===== src/rtl/midi_writer.sv =====
// midi_writer: 8N1 MIDI Note On/Off transmitter; optional running status via MIDI_RUNNING_STATUS_EN
module midi_writer #(
  parameter int CLKS_PER_BIT = 128
) (
  input  logic       clk,
  input  logic       rst,
  input  logic       ev_valid,
  output logic       ev_ready,
  input  logic       ev_on,
  input  logic [3:0] ev_chan,
  input  logic [6:0] ev_note,
  input  logic [6:0] ev_vel,
  output logic       midi_out,
  output logic       busy,
  output logic       byte_done
);
  localparam int CW = $clog2(CLKS_PER_BIT);
  localparam logic [CW-1:0] LAST = CW'(CLKS_PER_BIT - 1);
  typedef enum logic [1:0] {IDLE, START, DATA, STOP} state_t;
  state_t state, state_n;
  logic [CW-1:0] cnt;
  logic [2:0] bit_idx;
  logic [1:0] byte_idx;
  logic [7:0] st_b, nt_b, vl_b, cur, ev_st;
  logic wrap, accept, skip;
  assign ev_st = {ev_on ? 4'h9 : 4'h8, ev_chan};
  assign accept = ev_valid && ev_ready;
  assign wrap = cnt == LAST;
  assign ev_ready = state == IDLE;
  assign busy = !ev_ready;
  assign cur = byte_idx == 2'd0 ? st_b : byte_idx == 2'd1 ? nt_b : vl_b;
`ifdef MIDI_RUNNING_STATUS_EN
  logic [7:0] last_st;
  assign skip = ev_st == last_st;
  // remember the status of every message that will put a status byte on the line
  always_ff @(posedge clk or posedge rst) begin
    if (rst) last_st <= 8'h00;
    else if (accept && !skip) last_st <= ev_st;
  end
`else
  assign skip = 1'b0;
`endif
  // next state and line/pulse decode from the registered frame position
  always_comb begin
    state_n = state;
    midi_out = 1'b1;
    byte_done = 1'b0;
    unique case (state)
      IDLE:  state_n = ev_valid ? START : IDLE;
      START: begin
        state_n = wrap ? DATA : START;
        midi_out = 1'b0;
      end
      DATA: begin
        state_n = (wrap && bit_idx == 3'd7) ? STOP : DATA;
        midi_out = cur[bit_idx];
      end
      STOP: begin
        state_n = wrap ? (byte_idx == 2'd2 ? IDLE : START) : STOP;
        byte_done = wrap;
      end
      default: state_n = IDLE;
    endcase
  end
  // frame position counters and the captured message bytes
  always_ff @(posedge clk or posedge rst) begin
    if (rst) begin
      state <= IDLE;
      cnt <= '0;
      bit_idx <= '0;
      byte_idx <= '0;
      st_b <= '0;
      nt_b <= '0;
      vl_b <= '0;
    end else begin
      state <= state_n;
      cnt <= (state == IDLE || wrap) ? '0 : cnt + 1'b1;
      bit_idx <= state != DATA ? 3'd0 : wrap ? bit_idx + 3'd1 : bit_idx;
      if (accept) begin
        st_b <= ev_st;
        nt_b <= {1'b0, ev_note};
        vl_b <= {1'b0, ev_vel};
        byte_idx <= skip ? 2'd1 : 2'd0;
      end else if (state == STOP && wrap && byte_idx != 2'd2) begin
        byte_idx <= byte_idx + 2'd1;
      end
    end
  end
endmodule


===== config.mk =====
export PLATFORM = sky130hd
export DESIGN_NAME = midi_writer
export DESIGN_NICKNAME = d
export VERILOG_FILES = /design/src/rtl/midi_writer.sv
export SDC_FILE = /design/constraint.sdc
export NUM_CORES = 1
export LEC_CHECK = 0
export ABC_CLOCK_PERIOD_IN_PS = 5500
export CORE_MARGIN = 4
export CORE_UTILIZATION = 40
export DETAILED_ROUTE_END_ITERATION = 8
export PLACE_DENSITY = 0.71
export SYNTH_ARGS = -nofsm -noshare
export SYNTH_HDL_FRONTEND = slang
export SYNTH_SLANG_ARGS = --single-unit

===== constraint.sdc =====
create_clock -name clk -period 5.5 [get_ports clk]
set_input_delay 1.65 -clock clk [delete_from_list [all_inputs] [get_ports clk]]
set_output_delay 1.65 -clock clk [all_outputs]
set_load 0.05 [all_outputs]

==> metrics.md <==
| Metric | Value |
|---|---|
| Fraction of layout cells with a size suffix above 1 | 18.7% |
| Hold Crit Class | reg -> reg |
| Largest net degree at the start of global routing | 35 |
| DR iter-0 viols | 54 |
| Leakage | between 0.0009 and 0.001 uW |
| Slew of the pin with the lowest slew margin | 0.499 ns |
| First-pass GRT wire length | about 5500 um |
| Synth Flop Type | dfrtp_1 |
| Cts bufs inserted | 5 |
| Post-synth cell types | 37 |
| GR Overflow Total | 0 |
| Internal power | ~600 uW |
| Comb power frac | between 20% and 30% |
| Adder-Cell Fraction of Synth Area | 4.23% |
| Max-cap violations | 0 |
| H-tree depth | 2 |
| Sw power | just over 200 uW |
| Most frequent cells in the layout | dfrtp_1 (34), clkdlybuf4s50_1 (25), mux2_4 (16), nand2_1 (10), nor2_1 (9) |
| Synth Area in Compound Gates | between 6 and 7% |
| Clk_lat worst skew | ~0.27 ns |
| Max Clk Rate | approximately 220 MHz |
| Xor-xnor portion of the synthesized cell area | roughly 3.5% |
| Clk slew on worst S/H paths | 0.07 ns |
| Worst Path Required | 3.85 ns |
| Die Y | between 70 and 80 um |
| Fin. Hold Viols | 0 |
| Worst Slack Setup Final | approximately 0.96 ns |
| Post-synth EDFFs | 0 |
| CTS Hold Bufs | 0 |
| Final antenna-violating net count | 0 |
| Initial antenna violation count | 0 |
| Via/cell ratio | ~5 |
| CTS tree | yes |
| Gpl congestion | just over 0.7 |
| Post-Synth Simple-Gate Area | between 10% and 20% |
| Synth Cell Area | 0.00177 mm^2 |
| Sequential area share after synthesis | 48.0% |
| Count of warnings emitted by yosys | 0 |
| Initial Utilization | 42.8% |
| Post-route clock period utilization | between 80% and 90% |
| Clock sinks | 34 |
| Multi-input logic area | a little over 800 um^2 |
| Pwr dens | around 380 mW/mm^2 |
| Via count | about 1.1k |
| Largest family of logic cells by synthesized area | multiplexers |
| Commonest non-fill, non-tap cell in the layout | dfrtp_1 |
| Multiplexer share of the synthesized area | 19.5% |
| Drt first pass iters | 4 |
| Max clock buf depth | 2 |
| Slew headroom | roughly two thirds |
| CTS root buffer | clkbuf_8 |
| Layout area overhead | 20.0% |
| Post_cts resized | 0 |
| Pre-CTS WS | around 1.3 ns |
| Count of pins over their slew limit | 0 |
| Die Width | 74.6 um |
| Vias in the first global route | about 1.2k |
| Worst EP arrival | 2.89 ns |
| Core Box Area | ~0.0041 mm^2 |
| Status | complete, no violations |
| Synth Net Count | roughly 170 |
| Syn_area_per_cell | 12.2 um^2 |
| Worst Clk Skew | roughly 0.0075 ns |
| Post-route setup TNS | 0 ns |
| FP Rows | 23 |
| Asr flop ratio synth | 100% |
| Type of the worst setup path | reg -> out |
| Final net count | just under 200 |
| CP Launch Type | flip-flop |
| Register area | 851 um^2 |
| Sequential power share | 46.0% |
| Max Fanout on Critical Path | 7 |
| Final Setup Violations | 0 |
| Fillers | 380 |
| Sw Ratio | between 20% and 30% |
| Routed len/inst | ~15 um |
| Min cycle time layout | between 4 and 5 ns |
| Hold Slack | about 0.47 ns |
| Synthesized flop and latch total | 34 |
| Maximum vdd drop | about 190 uV |
| N_diodes | 0 |
| DPL Wire Length | 2360 um |
| Port buffer count | 25 |
| Setup Fix Bufs, Post-CTS | 0 |
| Unrepaired setup endpoints after global routing | no |
| Clock power frac | 28.3% |
| Final WL | 3230 um |
| Drt drc | 0 |
| Top-Level Pins | 26 |
| Die ar. | roughly 0.0056 mm^2 |
| Tot GR Track Use | around an eighth |
| Mapped Cells | roughly 150 |
| Worst setup EP type | primary output |
[cells in the mapped netlist, types with 3 or more instances]
cell type  instances  share of area, %
nand3_1            4               1.1
mux2i_1            5               2.8
dfrtp_1           34                48
mux2_2             5               3.2
a21oi_1            4               1.1
xnor2_1            5               2.5
and3_1             5               1.8
nand2_1           10               2.1
ha_1               6               4.2
mux2_4            16                14
nor2_1             9               1.9
inv_1              7               1.5
buf_6              3               1.9
[final timing paths]
check / startpoint / endpoint / slack (ns) / cells past startpoint
max in group asynchronous: rst / bit_idx[1] / 3.42 / 3
hold reg to reg: cnt[0] / cnt[0] / 0.47 / 1
setup / recovery: byte_idx[1] / midi_out / 0.96 / 7
hold / removal: cnt[0] / cnt[0] / 0.47 / 1
min in group asynchronous: rst / nt_b[6] / 1.76 / 3
setup reg to reg: cnt[0] / state[0] / 3.86 / 5
[logic make-up (layout without fill, tap and decap cells)]
family	after synthesis	in the layout
and+or+nand+nor	42	42
DFF	34	34
buffers and inverters	15	40
adders and majority gates	6	6
AOI/OAI and AO/OA	16	16
muxes	26	26
xor gates and xnor gates	7	7
[critical path: stages, from the launching register on]
cell and delay (ns):
dfrtp_1 0.38, inv_1 0.11, ha_1 0.43, mux2i_1 0.13, o311a_1 0.30, a211o_1 0.25, o32ai_1 0.15, clkdlybuf4s50_1 0.86
[stage by stage]
stage / total power [uW] / cells / cell area [um^2] / util [%]
final: 804 / 221 / 2130 / 51.4
after global placement: 570 / 214 / 2020 / 48.6
after floorplan: 526 / 146 / 1770 / -
after CTS: 812 / 221 / 2130 / 51.4
after global routing: 850 / 221 / 2130 / 51.4
after detailed placement: 580 / 214 / 2020 / 48.6
[sequential cells by signal, indices dropped and copies added (netlist names)]
register  count
bit_idx       3
st_b          6
cnt           7
byte_idx      2
vl_b          7
state         2
nt_b          7
[final cells by class]
class                   count  share of cell area, %
flip-flops and latches     34                   40.0
multi-input cells          97                   38.4
repair buffers             26                   12.1
clock buffers               6                   3.88
well taps                  50                   2.94
clock inverters             1                   1.41
inverters                   7                   1.23
[power by group through the flow]
stage | sequential (uW) | clock [uW] | combinational (uW)
2_1_floorplan | 357 | 0 | 169
3_3_place_gp | 374 | 0 | 196
3_5_place_dp | 373 | 0 | 207
4_1_cts | 369 | 233 | 209
5_1_grt | 379 | 246 | 226
6_report | 369 | 228 | 207
[layer usage]
| metal | wire length, um | global-route usage [%] |
|---|---|---|
| met3 | 103 | 2.97 |
| met1 | 1530 | 17.6 |
| met4 | 36 | 4.74 |
| met2 | 1560 | 19.6 |
| met5 | 0 | 0 |
No activity file was read; power rests on OpenSTA's default activity.
